<file path="config.mk">
export PLATFORM = sky130hd
export DESIGN_NAME = sram_bridge
export DESIGN_NICKNAME = d
export VERILOG_FILES = /design/src/rtl/sram_bridge.sv
export SDC_FILE = /design/constraint.sdc
export NUM_CORES = 1
export LEC_CHECK = 0
export BUFFER_PORTS_ARGS = -buffer_cell sky130_fd_sc_hd__clkbuf_2
export CAP_MARGIN = 15
export CORE_UTILIZATION = 35
export DETAILED_ROUTE_END_ITERATION = 10
export SLEW_MARGIN = 20
export SYNTH_ARGS = -nofsm -noshare
export SYNTH_HDL_FRONTEND = slang
export SYNTH_SLANG_ARGS = --single-unit
</file>
<file path="constraint.sdc">
create_clock -name i_clock -period 1.6 [get_ports i_clock]
set_clock_uncertainty 0.05 [all_clocks]
set_input_delay 0.08 -clock i_clock [delete_from_list [all_inputs] [get_ports i_clock]]
set_output_delay 0.08 -clock i_clock [all_outputs]
set_load 0.02 [all_outputs]
</file>
<file path="src/rtl/sram_bridge.sv">
// sram_bridge: 32-bit word master port to a 16-bit asynchronous SRAM.
// Each word moves as two halfword accesses (low, then high). Each access has
// an access phase of WAIT_CYCLES cycles followed by a one-cycle hold phase.
// All pad-facing signals are registered from the decoded state, so they trail
// the state register by one cycle.
module sram_bridge #(
    parameter int SRAM_ADDRESS_WIDTH = 18,
    parameter int WAIT_CYCLES        = 2
) (
    input  logic                          i_reset,
    input  logic                          i_clock,
    input  logic                          i_rw,
    input  logic                          i_request,
    output logic                          o_ready,
    input  logic [31:0]                   i_address,
    output logic [31:0]                   o_rdata,
    input  logic [31:0]                   i_wdata,
    input  logic [3:0]                    i_wmask,
    output logic [SRAM_ADDRESS_WIDTH-1:0] o_sram_a,
    output logic [15:0]                   o_sram_d,
    input  logic [15:0]                   i_sram_d,
    output logic                          o_sram_d_oe,
    output logic                          o_sram_ce_n,
    output logic                          o_sram_oe_n,
    output logic                          o_sram_we_n,
    output logic                          o_sram_lb_n,
    output logic                          o_sram_ub_n,
    output logic                          o_busy
);

    typedef enum logic [2:0] {
        IDLE, ACC_LO, HOLD_LO, ACC_HI, HOLD_HI, READY, RELEASE
    } state_t;

    localparam logic [3:0] CNT_LAST = 4'(WAIT_CYCLES - 1);

    state_t                        state, state_next;
    logic                          rw_q;
    logic [SRAM_ADDRESS_WIDTH-2:0] addr_q;
    logic [31:0]                   wdata_q;
    logic [3:0]                    wmask_q;
    logic [3:0]                    cnt;
    logic                          acc_done;
    logic                          lo_en_in, hi_en_in, hi_en_q;
    logic                          hi_sel, acc_sel;

    logic                          ce_d, oe_d, we_d, lb_d, ub_d, doe_d, ready_d;
    logic                          cap_lo_d, cap_hi_d, cap_lo, cap_hi;
    logic [SRAM_ADDRESS_WIDTH-1:0] a_d;
    logic [15:0]                   d_d;

    logic                          unused_addr_bits;
    assign unused_addr_bits = ^i_address[31:SRAM_ADDRESS_WIDTH-1];

    // A read always uses both halves; a write skips halves with no enabled byte.
    assign lo_en_in = !i_rw || (|i_wmask[1:0]);
    assign hi_en_in = !i_rw || (|i_wmask[3:2]);
    assign hi_en_q  = !rw_q || (|wmask_q[3:2]);
    assign acc_done = (cnt == CNT_LAST);
    assign o_busy   = (state != IDLE);

    // State register
    always_ff @(posedge i_clock) begin
        if (i_reset) state <= IDLE;
        else         state <= state_next;
    end

    // Next-state logic
    always_comb begin
        state_next = state;
        case (state)
            IDLE: begin
                if (i_request) begin
                    if (lo_en_in)      state_next = ACC_LO;
                    else if (hi_en_in) state_next = ACC_HI;
                    else               state_next = READY;
                end
            end
            ACC_LO:  if (acc_done) state_next = HOLD_LO;
            HOLD_LO: state_next = hi_en_q ? ACC_HI : READY;
            ACC_HI:  if (acc_done) state_next = HOLD_HI;
            HOLD_HI: state_next = READY;
            READY:   state_next = RELEASE;
            RELEASE: if (!i_request) state_next = IDLE;
            default: state_next = IDLE;
        endcase
    end

    // Request capture on acceptance; later input changes are ignored
    always_ff @(posedge i_clock) begin
        if (i_reset) begin
            rw_q    <= 1'b0;
            addr_q  <= '0;
            wdata_q <= '0;
            wmask_q <= '0;
        end else if (state == IDLE && i_request) begin
            rw_q    <= i_rw;
            addr_q  <= i_address[SRAM_ADDRESS_WIDTH-2:0];
            wdata_q <= i_wdata;
            wmask_q <= i_wmask;
        end
    end

    // Access-phase cycle counter, cleared on every state change
    always_ff @(posedge i_clock) begin
        if (i_reset || state_next != state)           cnt <= '0;
        else if (state == ACC_LO || state == ACC_HI)  cnt <= cnt + 4'd1;
    end

    // Output decode of the current state, feeding the output registers
    always_comb begin
        ce_d     = 1'b1;
        oe_d     = 1'b1;
        we_d     = 1'b1;
        lb_d     = 1'b1;
        ub_d     = 1'b1;
        doe_d    = 1'b0;
        ready_d  = (state == READY);
        cap_lo_d = 1'b0;
        cap_hi_d = 1'b0;
        a_d      = o_sram_a;
        d_d      = o_sram_d;
        hi_sel   = (state == ACC_HI) || (state == HOLD_HI);
        acc_sel  = (state == ACC_LO) || (state == ACC_HI);
        if (state inside {ACC_LO, HOLD_LO, ACC_HI, HOLD_HI}) begin
            ce_d = 1'b0;
            a_d  = {addr_q, hi_sel};
            if (rw_q) begin
                doe_d = 1'b1;
                we_d  = !acc_sel;
                d_d   = hi_sel ? wdata_q[31:16] : wdata_q[15:0];
                lb_d  = !(hi_sel ? wmask_q[2] : wmask_q[0]);
                ub_d  = !(hi_sel ? wmask_q[3] : wmask_q[1]);
            end else begin
                oe_d     = !acc_sel;
                lb_d     = 1'b0;
                ub_d     = 1'b0;
                cap_lo_d = (state == ACC_LO) && acc_done;
                cap_hi_d = (state == ACC_HI) && acc_done;
            end
        end
    end

    // Output registers; read data is sampled at the end of the last visible
    // access cycle, which is one cycle after the state decode flagged it
    always_ff @(posedge i_clock) begin
        if (i_reset) begin
            o_sram_ce_n <= 1'b1;
            o_sram_oe_n <= 1'b1;
            o_sram_we_n <= 1'b1;
            o_sram_lb_n <= 1'b1;
            o_sram_ub_n <= 1'b1;
            o_sram_d_oe <= 1'b0;
            o_ready     <= 1'b0;
            o_sram_a    <= '0;
            o_sram_d    <= '0;
            o_rdata     <= '0;
            cap_lo      <= 1'b0;
            cap_hi      <= 1'b0;
        end else begin
            o_sram_ce_n <= ce_d;
            o_sram_oe_n <= oe_d;
            o_sram_we_n <= we_d;
            o_sram_lb_n <= lb_d;
            o_sram_ub_n <= ub_d;
            o_sram_d_oe <= doe_d;
            o_ready     <= ready_d;
            o_sram_a    <= a_d;
            o_sram_d    <= d_d;
            cap_lo      <= cap_lo_d;
            cap_hi      <= cap_hi_d;
            if (cap_lo) o_rdata[15:0]  <= i_sram_d;
            if (cap_hi) o_rdata[31:16] <= i_sram_d;
        end
    end

endmodule

</file>
---- Yosys cells after proc, flatten, opt, wreduce, memory -nomap -nowiden ----
Cells that the tools add are included.
cells by class
  add/sub/neg operators ................... 1
  eq/ne operators ......................... 8
  multiplexer cells ....................... 15
  bitwise gates (word level) .............. 2
  reduce and logical (&&, ||, !) cells .... 24
operators with widths
  kind                   count
  $mux W3                7
  $pmux W3 S7            1
  $mux W16               1
  $eq A3 B3 Y1 const B   3
  $reduce_or A2 Y1       4
  $eq A3 B2 Y1 const B   2
  $logic_or A1 B1 Y1     6
  $mux W1                6
  $reduce_or A3 Y1       2
  $logic_not A1 Y1       5
  $add A4 B1 Y4 const B  1
  $eq A4 B1 Y1 const B   1
  $reduce_bool A4 Y1     1
  $eq A3 B1 Y1 const B   1
  $logic_and A1 B1 Y1    3
  $logic_not A3 Y1       1
  $ne A3 B3 Y1           1
  $reduce_bool A3 Y1     1
  $not A1 Y1             2
  $reduce_and A2 Y1      1
storage, ports and cells
  bits in registers ....................... 136
  input port bits ......................... 88
  output and inout bits ................... 74
  word-level logic and storage cells ...... 69

---- Depth between registers and ports, before layout ----
  depth in word-level cells ............... 8
  gate-level depth with buffers ........... 6
  mapped depth without buffers ............ 6

---- Worst setup path before layout ----
Ideal clock, no wire load.
  path type ............................... register to register
  start ................................... register state[2]
  end ..................................... register o_sram_lb_n
  library setup time ...................... 0.116 ns
  arrival ................................. 1.384 ns
  data required time ...................... 1.434 ns
  slack ................................... 0.050 ns
  cell stages (with the launch flop) ...... 6
  buffers on the path ..................... 1
  period minus slack after synthesis ...... 1.550 ns
  cell sequence ........................... dfxtp_1 or3b_1 o21ai_2 buf_6 nand2_1 a31o_2
on the way
  word-level cells in the longest chain between the ends .. 5
  elaborated cells between the ends (all ways) .. 11
  those cells by class .................... eq/ne (4); mux (2); bitwise (1); reduce/logical (4)
ends and longest elaborated chain
  element                                              RTL line  RTL
  from (decl)                                          37        state_t state, state_next;
  from (signal assigned)                               65        else state <= state_next;
  $eq A3 B2 Y1 / $eq A3 B3 Y1 (equally long branches)  123, 125
  $logic_or A1 B1 Y1                                   123       hi_sel = (state == ACC_HI) || (state == HOLD_HI);
  $mux W1                                              132       lb_d = !(hi_sel ? wmask_q[2] : wmask_q[0]);
  $logic_not A1 Y1                                     132
  $mux W1                                              128       if (rw_q) begin
  to (signal assigned)                                 164       o_sram_lb_n <= lb_d;
  to (decl)                                            26        output logic o_sram_lb_n,
Parallel ways exist; a longest one is shown, timed or not.
A chain may end at the register's enable or synchronous reset.

---- Final worst setup path ----
  start ................................... register state[0]
  end ..................................... register o_sram_d[4]
on the way
  word-level cells in the longest chain between the ends .. 3
  elaborated cells between the ends (all ways) .. 8
  those cells by class .................... eq/ne (4); mux (1); reduce/logical (3)
ends and longest elaborated chain
  element                                                          RTL line  RTL
  $eq A3 B1 Y1, or another cell as far along                       125       if (state inside {ACC_LO, HOLD_LO, ACC_HI, HOLD_HI}) begin
  $reduce_bool A4 Y1 / $logic_or A1 B1 Y1 (equally long branches)  125, 123
  $reduce_and A2 Y1 (no line) / $mux W16 (equally long branches)   -
  to (signal assigned)                                             156       o_sram_d <= '0;
  to (signal assigned)                                             169       o_sram_d <= d_d;
  to (decl)                                                        20        output logic [15:0] o_sram_d,
Parallel ways exist; a longest one is shown, timed or not.

==> results by stage <==
Critical path:
- For this run, the slowest stage of the critical path takes 420 ps.
- Data on the critical path is required at its endpoint by 1860 ps.
- The startpoint of the lowest-slack register-to-register path is state[0]$_SDFF_PP0_.
- By startpoint and endpoint, the worst setup path is classified as register to register.
- The cell type of the slowest stage on the worst timing path is or3b_4.
- Along the worst path, the maximum fanout reaches 8.
- The worst endpoint data arrival time is ~1900 ps.
- STA classifies the critical path startpoint as a register.
- The start point of the critical path is state[0]$_SDFF_PP0_.
- The worst setup path is captured at a register.
- Traced cell by cell, the critical path runs through or3b_4, o21ai_4, clkbuf_16, nand2_2, a311oi_1.

Global routing:
- Entering global routing, the biggest net connects a little over 60 pins.
- The aggregate global-route resource usage is 19.6%.
- The number of global-route vias before repair is 4,659.
- The first global-routing pass estimated about 22 mm of wire.
- The number of antenna violations at the first check in global routing came to 0.
- Summed over all layers, the global routing overflow is 0.

STA:
- In this run the tightest slew margin relative to its limit is 59.5%.
- At the pin with the least slew margin, the transition time is 607 ps.
- Setup repair after global routing could not meet its margin everywhere.
- The number of setup violations in the final report is 0.
- The max-slew violation count is 0.
- The maximum achievable frequency is ~630 MHz.
- The final worst slack is 12.8 ps.
- The minimum clock period is 1590 ps.
- The final count of hold timing violations came to 0.
- The total negative slack for setup checks is 0 ps.
- The final worst-path cycle share is 99.2%.

Synth:
- Summing the sequential cell areas from Yosys gives between 50% and 60% of the chip area.
- In the synthesized netlist the dominant register cell turns out to be dfxtp_1.
- In the post-synthesis netlist, the cell with the most instances is nand2_1.
- Synthesis instantiated 39 different standard cells from the library.
- The synthesized instance count is 591.
- Yosys mapped a number of flops with a built-in enable equal to 0.
- The post-synth net total is 681.
- During synthesis, Yosys emitted a total of 0 warnings.
- In this run the mean area of a mapped cell was 8.44 µm².
- Sorting the synthesized cells by area gives the leading types as dfxtp_1 (55%), nand2_1 (14%), a21oi_1 (7.2%).
- Synthesis inferred ~140 register bits.
- For this run, asynchronously set or reset flops after synthesis account for 0%.
- The cell taking the most area after synthesis is dfxtp_1.
- The top-area cell type share of the netlist area is 54.6%.
- The post-synthesis instance area is 4990 µm².
- Ranked by instance count, the synthesized netlist is headed by nand2_1 (182), dfxtp_1 (136), a21oi_1 (72).

Cells and area:
- The net count of the finished layout is 909.
- Cells with a size suffix above 1 make up approximately 30% of the layout.
- The number of fill cells in the layout is about 1,200.
- In the final layout, flip-flops and latches occupy 2740 µm².
- Relative to the synthesized area, the layout overhead comes to 53.5%.
- The number of antenna repair diodes is 0.
- The footprint of the multi-input gates is 2210 µm².

Hold path:
- The startpoint of the tightest hold check path is i_wdata[14].
- The worst hold path class is input port to register.

Place:
- The port buffer count is about 150.
- At the end of routability-driven placement, the weighted congestion stood at 0.780.
- Before CTS, the worst setup slack after placement is -51.0 ps.
- The wire-length estimate of the detail-placed layout is 8.55 mm.

Detailed routing:
- In the routed layout, each cell is associated on average with a via count of just under 5.
- The first detailed-routing pass took 4 iterations.
- For this block, the via count after detailed routing is approximately 5,000.
- The post-route antenna net violation count is 0.
- The mean routed wirelength per cell is between 10 and 15 µm.
- Wires add up to between 10 and 15 mm.
- The post-route DRC violation count is 0.
- For this block, the initial DRC count from the detailed router was 222.

Clocking:
- No sink is reached through more buffers than the 2 on the longest clock path.
- Counting the buffers created by CTS gives 17.
- At the later pin of the worst-skew pair, clock insertion delay measures 410 ps.
- The CTS tree is built.
- In this run the number of H-tree levels came out at 4.
- The buffer type at the clock tree root is clkbuf_16.
- The clock slew seen by the registers of the worst setup and hold paths is 60 ps.
- The tree built by TritonCTS fans out to about 140 sinks.

Run:
- Across the run, the number of max-cap violations was 0.

Power:
- Summed over all cells, the static leakage comes to 3.11 nW.
- Dividing total power by cell area gives a power density of 1170 nW/µm².
- The worst voltage drop across the vdd grid is 0.687 mV.

Floorplanning:
- Pin placement for this block handled 162 I/O pins.
- For this configuration, the core starts out at a cell density of 35.9%.
- The die covers 14,700 µm².
- Measured along the x axis, the die boundary spans 121 µm.
- The row count is 43.
- The die height is 121 µm.
- The area of the core is 13,900 µm².

Status:
- The flow ran to the end, and the final reports show no timing, DRC or antenna violations.
## power by group
group | total, mW | internal (mW) | switching [mW]
combinational | 1.19 | 0.536 | 0.658
clock | 4.08 | 2.64 | 1.44
sequential | 3.65 | 3.56 | 0.0972
total | 8.93 | 6.74 | 2.19
## final cells by class
class / instances / share of cell area (%)
Sequential cell: 136 / 35.7
Inverter: 7 / 0.343
Clock buffer: 20 / 5.83
Multi-Input combinational cell: 406 / 28.9
Timing Repair Buffer: 251 / 24.0
Clock inverter: 11 / 2.26
Tap cell: 180 / 2.94
## routing by layer
metal | global-route usage [%] | wire length [µm]
met5 | 0 | 0
met4 | 8.64 | 300
met3 | 5.12 | 765
met2 | 33.8 | 7230
met1 | 22.5 | 6080
## registers in the layout, indices dropped and copies added, names as in the netlist, 3 cells and up
register	flops
o_rdata	32
wdata_q	32
o_sram_a	18
addr_q	17
o_sram_d	16
cnt	4
wmask_q	4
state	3
## final timing paths
kind                                to  cells after the start  slack [ps]
max           o_sram_d[4]$_SDFFE_PP0P_                      5          10
min           wdata_q[14]$_SDFFE_PP0P_                      4         380
max reg2reg   o_sram_d[4]$_SDFFE_PP0P_                      5          10
min reg2reg  o_sram_a[14]$_SDFFE_PP0N_                      2         400
## timing repair
item / in CTS / in global routing
pin swaps: 2 / 11
setup endpoints to repair: 62 / 60
endpoints found under the hold margin: 90 / 0
resized for setup: 7 / 37
buffers inserted: 2 / 4
gates cloned: 2 / 2
hold buffers: 72 / 0
## through the flow
stage	instances	hold slack, ps	util [%]	cell area [µm²]	power (mW)
after floorplan	591	166	-	4990	4.25
after global placement	899	254	43.5	6030	4.62
after detailed placement	899	259	43.5	6030	4.64
after CTS	1006	360	53.7	7450	8.95
after global routing	1011	392	55.2	7660	9.32
final	1011	378	55.2	7660	8.93
## kinds of logic (layout without fill, tap and decap cells)
family	count (synthesis)	after routing	synth area share [%]
simple gates	265	265	21.3
flops	136	136	54.6
compound gates	104	104	12.5
buf+inv	49	289	4.21
mux	32	32	6.42
xor+xnor	3	3	0.527
fa+ha+maj	2	2	0.502
## critical path: cells and delay by family (launching register included)
family	cells	cell delay, ps
AOI/OAI and AO/OA	2	380
buffers and inverters	1	210
DFF	1	370
and+or+nand+nor	2	470
## cells in the final DEF, fill, tap and decap left out, drive strengths merged, types with 4 or more instances in the layout
cell	count
nand2	182
clkbuf	168
dfxtp	136
dlygate4sd3	72
a21oi	72
nor2	62
mux2i	32
buf	31
a311oi	16
inv	8
o21ai	5
clkinv	5
bufinv	4
No activity file was read; power rests on OpenSTA's default activity.
